## config.mk

```make
export PLATFORM = sky130hd
export DESIGN_NAME = div_seq_flat
export DESIGN_NICKNAME = d
export VERILOG_FILES = /design/src/rtl/div_if.sv /design/src/rtl/div_seq.sv /design/src/flat_wrapper.sv
export SDC_FILE = /design/constraint.sdc
export NUM_CORES = 1
export LEC_CHECK = 0
export CAP_MARGIN = 20
export CORE_MARGIN = 3
export CORE_UTILIZATION = 40
export DETAILED_ROUTE_END_ITERATION = 6
export RECOVER_POWER = 50
export SETUP_SLACK_MARGIN = 0.2
export SYNTH_ARGS = -nofsm -noshare
export SYNTH_HDL_FRONTEND = slang
export SYNTH_SLANG_ARGS = --single-unit
```

## constraint.sdc

```tcl
create_clock -name clk -period 14.6 [get_ports clk]
set_clock_uncertainty 0.15 [all_clocks]
set_input_delay 2.19 -clock clk [delete_from_list [all_inputs] [get_ports clk]]
set_output_delay 2.19 -clock clk [all_outputs]
set_load 0.01 [all_outputs]
```

## src/rtl/div_if.sv

```systemverilog
`default_nettype none
// div_if: operand/result handshake between the execute stage and div_seq.
interface div_if;
  logic        start_i;
  logic        signed_i;
  logic [31:0] opdata1_i;
  logic [31:0] opdata2_i;
  logic        annul_i;
  logic [63:0] result_o;
  logic        ready_o;
  logic        stall_o;

  modport master (
    output start_i, signed_i, opdata1_i, opdata2_i, annul_i,
    input  result_o, ready_o, stall_o
  );

  modport slave (
    input  start_i, signed_i, opdata1_i, opdata2_i, annul_i,
    output result_o, ready_o, stall_o
  );
endinterface
`default_nettype wire

```

## src/rtl/div_seq.sv

```systemverilog
`default_nettype none
// div_seq: 32-cycle restoring DIV/DIVU producing {remainder, quotient}.
// Define DIV_ZERO_FAST_EN to short-circuit divide-by-zero through a ZERO state.
module div_seq (
  input wire logic clk,
  input wire logic resetn,
  div_if.slave     bus
);

  typedef enum logic [1:0] {
    IDLE = 2'd0,
    BUSY = 2'd1,
    DONE = 2'd2,
    ZERO = 2'd3
  } state_t;

  state_t      state_q;
  logic [5:0]  cnt_q;
  logic [31:0] dvd_q;   // dividend magnitude shifts out MSB-first, quotient bits shift in
  logic [31:0] dvs_q;
  logic [31:0] rem_q;
  logic        qneg_q;
  logic        rneg_q;
  logic [63:0] result_q;
  logic        ready_q;

  logic [31:0] mag1_d;
  logic [31:0] mag2_d;
  logic [32:0] shift_d;
  logic        ge_d;
  logic [31:0] diff_d;
  logic [31:0] rem_d;
  logic [31:0] quo_d;
  logic [31:0] qfix_d;
  logic [31:0] rfix_d;
  logic        accept_d;

  always_comb begin
    mag1_d   = (bus.signed_i && bus.opdata1_i[31]) ? -bus.opdata1_i : bus.opdata1_i;
    mag2_d   = (bus.signed_i && bus.opdata2_i[31]) ? -bus.opdata2_i : bus.opdata2_i;
    shift_d  = {rem_q, dvd_q[31]};
    ge_d     = (shift_d >= {1'b0, dvs_q});
    diff_d   = shift_d[31:0] - dvs_q;
    rem_d    = ge_d ? diff_d : shift_d[31:0];
    quo_d    = {dvd_q[30:0], ge_d};
    qfix_d   = qneg_q ? -quo_d : quo_d;
    rfix_d   = rneg_q ? -rem_d : rem_d;
    accept_d = (state_q == IDLE) && bus.start_i && !bus.annul_i;
  end

  always_ff @(posedge clk) begin
    if (!resetn) begin
      state_q  <= IDLE;
      cnt_q    <= 6'd0;
      dvd_q    <= 32'd0;
      dvs_q    <= 32'd0;
      rem_q    <= 32'd0;
      qneg_q   <= 1'b0;
      rneg_q   <= 1'b0;
      result_q <= 64'd0;
      ready_q  <= 1'b0;
    end else begin
      // The pulse follows the DONE cycle even if that cycle is annulled.
      ready_q <= (state_q == DONE);
      if (bus.annul_i) begin
        state_q <= IDLE;
        cnt_q   <= 6'd0;
      end else begin
        case (state_q)
          IDLE: begin
            if (accept_d) begin
              dvd_q  <= mag1_d;
              dvs_q  <= mag2_d;
              rem_q  <= 32'd0;
              cnt_q  <= 6'd0;
              qneg_q <= bus.signed_i && (bus.opdata1_i[31] ^ bus.opdata2_i[31]);
              rneg_q <= bus.signed_i && bus.opdata1_i[31];
`ifdef DIV_ZERO_FAST_EN
              state_q <= (bus.opdata2_i == 32'd0) ? ZERO : BUSY;
`else
              state_q <= BUSY;
`endif
            end
          end
          BUSY: begin
            rem_q <= rem_d;
            dvd_q <= quo_d;
            cnt_q <= cnt_q + 6'd1;
            if (cnt_q == 6'd31) begin
              result_q <= {rfix_d, qfix_d};
              state_q  <= DONE;
            end
          end
`ifdef DIV_ZERO_FAST_EN
          ZERO: begin
            result_q <= {(rneg_q ? -dvd_q : dvd_q), 32'hFFFF_FFFF};
            state_q  <= DONE;
          end
`endif
          DONE: begin
            state_q <= IDLE;
          end
          default: begin
            state_q <= IDLE;
          end
        endcase
      end
    end
  end

  assign bus.result_o = result_q;
  assign bus.ready_o  = ready_q;
  assign bus.stall_o  = accept_d || (state_q == BUSY) || (state_q == ZERO);

endmodule
`default_nettype wire

```

## src/flat_wrapper.sv

```systemverilog
// flat-port wrapper written by rule: the top's interface ports become plain ports
module div_seq_flat 
  (clk, resetn, bus_start_i, bus_signed_i, bus_opdata1_i, bus_opdata2_i, bus_annul_i, bus_result_o, bus_ready_o, bus_stall_o);
  div_if bus_i ();
  input wire logic clk;
  input wire logic resetn;
  input wire logic [$bits(bus_i.start_i)-1:0] bus_start_i;
  input wire logic [$bits(bus_i.signed_i)-1:0] bus_signed_i;
  input wire logic [$bits(bus_i.opdata1_i)-1:0] bus_opdata1_i;
  input wire logic [$bits(bus_i.opdata2_i)-1:0] bus_opdata2_i;
  input wire logic [$bits(bus_i.annul_i)-1:0] bus_annul_i;
  output wire logic [$bits(bus_i.result_o)-1:0] bus_result_o;
  output wire logic [$bits(bus_i.ready_o)-1:0] bus_ready_o;
  output wire logic [$bits(bus_i.stall_o)-1:0] bus_stall_o;
  assign bus_i.start_i = bus_start_i;
  assign bus_i.signed_i = bus_signed_i;
  assign bus_i.opdata1_i = bus_opdata1_i;
  assign bus_i.opdata2_i = bus_opdata2_i;
  assign bus_i.annul_i = bus_annul_i;
  assign bus_result_o = bus_i.result_o;
  assign bus_ready_o = bus_i.ready_o;
  assign bus_stall_o = bus_i.stall_o;
  div_seq u_core (.clk(clk), .resetn(resetn), .bus(bus_i));
endmodule
```

Word-level counts from Yosys, hierarchy flattened --
Cells that the tools add are included.
Storage, ports and cells: register bits 171, input bits 69, output and inout port bits 66, word-level logic and storage cells 55
Operators by class: bitwise logic cells 3, equality and inequality tests 6, reduce and logical (&&, ||, !) cells 16, order comparisons 1, add/subtract/negate cells 6, mux-type cells 14
Operator list (number):
- 32-bit two-way mux | 7
- 32-bit negation | 4
- 32-bit case mux with 2 select lines | 2
- 33-bit by 32-bit >= comparator with 1-bit output | 1
- 32-bit subtractor | 1
- 6-bit case mux with 2 select lines | 1
- 3-bit AND reduction | 3
- 6-bit by 1-bit adder with 6-bit output, second input constant | 1
- 6-bit by 5-bit equality test with 1-bit output, second input constant | 1
- 6-bit two-way mux | 1
- 1-bit logical AND | 5
- 2-bit equality test, second input constant | 2
- 2-bit two-way mux | 2
- 2-bit by 1-bit inequality test with 1-bit output, second input constant | 2
- 2-bit case mux with 2 select lines | 1
- 2-bit AND reduction | 2
- 2-bit by 1-bit equality test with 1-bit output, second input constant | 1
- 2-bit zero test | 1
- 1-bit logical OR | 2
- 1-bit inverter | 2
- 2-bit nonzero test | 1
- 2-bit OR reduction | 1
- 1-bit zero test | 1
- 1-bit bitwise XOR | 1

Longest topological paths before layout --
depth after elaboration 5, mapped depth 24, gate-level depth less buffers 20

Worst setup path before layout --
OpenSTA, ideal clock, no wires.
path kind in2reg, start point in bus_opdata1_i[8], end point reg u_core.dvd_q[28], data arrival time 4.642 ns, buffers on the path 0, setup time 0.065 ns, cell stages on the path 10, setup slack 9.743 ns, data required time 14.385 ns, path through or4_1 > or4_1 > nor3b_1 > nand3b_1 > nor3_1 > a21oi_1 > xnor2_1 > a211oi_1 > a21oi_1 > nor2_1
Between the ends: longest elaborated chain between the ends 4
Ends and longest elaborated chain:
- start: declaration | RTL line flat_wrapper.sv:9 | input wire logic [$bits(bus_i.opdata1_i)-1:0] bus_opdata1_i;
- 32-bit negation | RTL line div_seq.sv:39 | mag1_d = (bus.signed_i && bus.opdata1_i[31]) ? -bus.opdata1_i : bus.opdata1_i;
- 32-bit two-way mux | RTL line div_seq.sv:39
- 32-bit two-way mux | RTL line div_seq.sv:71 | if (accept_d) begin
- 32-bit case mux with 2 select lines | RTL line div_seq.sv:69 | case (state_q)
- end signal: assignment | RTL line div_seq.sv:72 | dvd_q <= mag1_d;
- end signal: assignment | RTL line div_seq.sv:87 | dvd_q <= quo_d;
- end: declaration | RTL line div_seq.sv:19 | logic [31:0] dvd_q;
Every way passes these cells. The select of a mux whose other input is x is not followed. A chain may end at the register's enable or synchronous reset.

Worst setup path after layout --
start point in resetn, end point reg u_core.dvs_q[18]
RTL lines:
- start: declaration | RTL line flat_wrapper.sv:6 | input wire logic resetn;
- end signal: assignment | RTL line div_seq.sv:73 | dvs_q <= mag2_d;
- end: declaration | RTL line div_seq.sv:20 | logic [31:0] dvs_q;
No word-level cell between the ends.

==> flow_summary.toml <==
[status]
outcome = "finished, violations left"
violations = "max-capacitance violations, max-slew violations"

[synthesis]
ys_ff_latch = 171
synth.distinct_cells = 85
synth_edf_count = 0
ys_async_sr_fraction = 0
yosysTopAreaCellShare = 0.285
synth_top_area_cell = "dfxtp_1"
netlist_area_sq_um = 12000
yosysWarnings = 0
synthesis.nets = 1708
synth_ff_type = "dfxtp_1"
syn_inst = 1601
synth_area_leaders = "dfxtp_1, nor2_1, a211oi_1"
yosysSeqAreaShare = 0.285
syn_area_per_cell_sq_um = 7.49

[power]
peakVddDrop_uv = 77.2
fin_total_pwr_uw = 1230
leakagePower_uw = 0.00537
p_per_area_nw_per_um2 = 87.7

[sta]
fmax_ghz = 0.122
whs_ps = 302
tightest_slew_ps = 3630
fin_crit_sh = 0.560
slew_viol_final = 342
timing.setup.tns_ps = 0
final-hold-violation-count = 0
relSlewSlack = -1.42
min_period_ps = 8170
rsz0062_at_grt = "no"
finalSetupViolCount = 0

[setup_path]
endpoint_kind = "register"
reg2reg_from = "u_core.state_q[0]"
cp_max_fo = 76
path_depth = 5
crit_buf_inv = 4
path_cells = "dlygate4sd3_1 -> clkbuf_1 -> clkinvlp_2 -> clkbuf_1 -> a311oi_1"
setup.reg_to_reg.worst_slack_ps = 8370
cp_data_arrival_time_ps = 8320
cp_data_required_time_ps = 14750
crit_type = "in -> reg"
rr_endpoint = "u_core.bus.result_o[59]"
critPathTopFamily = "buffers and inverters"
crit_slowest_cell = "clkinvlp_2"
cp_common_cell = "clkbuf_1"
cp_slowest_stage_delay_ps = 2260
cp-start-kind = "input port"
ff2ff_path_depth = 8

[clock_tree]
cts_tree = "yes"
clock_sinks = 171
cts.clk_slew.worst_paths_ps = 80
cts_resized = 0
post_cts.repair.setup_buffers = 0
hold_buffers = 0
cts_buffer_depth = 2
cts-htree-levels = 4
cts_buffers = 17
cts_root_buffer = "clkbuf_16"
clkLatencyLatePin_ps = 440

[route]
wl_mm = 38.4
drc = 0
avgViaCountPerCell = 5.74
firstDrtPassIters = 5
drtAntennaViolNets = 0
wl_per_cell_um = 18.7
drt_iter0_drc = 903
vias = 11800

[global_routing]
grt.busiest_layer = "met2"
grt_max_degree = 90
grt_pass1_wl_mm = 60.1
grt_use_total = 0.238
grt_overflow = 0
grt_pass1_vias = 10800
use_met1 = 0.348
antenna_found_initial = 0
grtUsageMet2 = 0.362
grt_use_met3 = 0.0368

[worst_hold_path]
min_delay_path_depth = 2
hold_path_end = "u_core.bus.result_o[51]"
hold_path.class = "reg -> reg"
hp-start = "u_core.bus.result_o[51]"

[place]
io_buffers = 134
hpwlAfterDp_mm = 29.3
gp_congestion = 0.912

[floorplanning]
row_count = 62
die-area_sq_um = 32100
start_util = 0.412
fp.dieW_um = 179
die_height_um = 179
boundaryPins = 135
core_sq_um = 29100

[finish]
multi_input_area_sq_um = 7900
area_delta_synth_final_pct = 16.9
fin_nets = 1764
seq_area_sq_um = 3420
drive_above_1_share = 0.0491
final_util = 0.482
diodes = 0
nFillCells = 2945

[job]
drv_cap = 5
worst reg2reg max path, cell delays in order (launching register included):
cell and delay, ps:
dfxtp_1 500, nor2b_1 700, nand2b_1 470, nor2_4 190, clkbuf_1 2540, nand2_1 860, clkinv_1 490, nand2_1 100
o211ai_1 150
Yosys cell counts, drive strengths merged, types with 11 or more instances:
cell type / count
or4: 15
clkbuf: 74
o41ai: 17
a21o: 13
nor4: 20
and3: 18
mux2i: 22
a22oi: 20
o31ai: 25
and2: 16
a21oi: 142
buf: 34
nor2: 221
xnor2: 62
nand2: 146
a31oi: 11
a211oi: 100
o211ai: 17
dfxtp: 171
o21ai: 98
inv: 56
nand3: 40
nand4: 17
xor2: 52
ha: 37
or3: 15
nand2b: 12
nor3: 33
final cells by class:
class / count / area share
clock buffers: 17 / 0.0303
well taps: 384 / 0.0343
inverters: 57 / 0.0153
flip-flops and latches: 171 / 0.244
multi-input cells: 1265 / 0.563
repair buffers: 145 / 0.100
clock inverters: 15 / 0.0123
stage by stage:
stage                     setup slack, ps  cell area, sq um  instances
after floorplan                      9740             12000       1601
after global placement               8660             13400       2022
after detailed placement             8640             13400       2022
after CTS                            8630             14000       2054
after global routing                 5830             14000       2054
final                                6430             14000       2054
how the worst max path moves through the flow:
stage / start / to / slack (ps)
floorplan: bus_opdata1_i[8] / u_core.dvd_q[28] / 9740
global placement: bus_annul_i / bus_stall_o / 8660
detailed placement: bus_annul_i / bus_stall_o / 8640
CTS: bus_annul_i / bus_stall_o / 8630
global route: resetn / u_core.dvs_q[7] / 5830
finish: resetn / u_core.dvs_q[18] / 6430
state kept, by name, indices dropped and copies added, names as in the netlist:
signal and cells:
u_core.bus.ready_o 1, u_core.bus.result_o 64, u_core.cnt_q 6, u_core.dvd_q 32, u_core.dvs_q 32, u_core.qneg_q 1
u_core.rem_q 32, u_core.rneg_q 1, u_core.state_q 2
cells in the final DEF (no fill, tap or decap), drive strengths merged, types with 20 or more instances in the layout:
cell	instances
nand2	146
dfxtp	171
clkbuf	21
xnor2	62
o31ai	25
nor2	221
nor4	20
mux2i	22
a21oi	142
ha	37
a211oi	100
inv	62
a22oi	20
dlygate4sd3	67
clkdlybuf4s50	67
xor2	52
nor3	33
o21ai	98
nand3	40
layer usage:
metal / up-vias / wire [um]
met5: - / 0
met4: 0 / 775
met3: 49 / 1830
met2: 325 / 16600
met1: 5486 / 19100
li1: 5928 / -
where the power goes:
part	leakage (uW)	switching, uW	internal [uW]
Clock	0.000281	233	231
Combinational	0.00370	173	101
Sequential	0.00139	13.5	478
kinds of logic after synthesis:
family / synth area share
and+or+nand+nor: 0.230
adders and majority gates: 0.0403
AOI/OAI and AO/OA: 0.281
DFF: 0.285
buffers and inverters: 0.0579
xor gates and xnor gates: 0.0833
muxes: 0.0221
(Power assumes the default switching activity.)
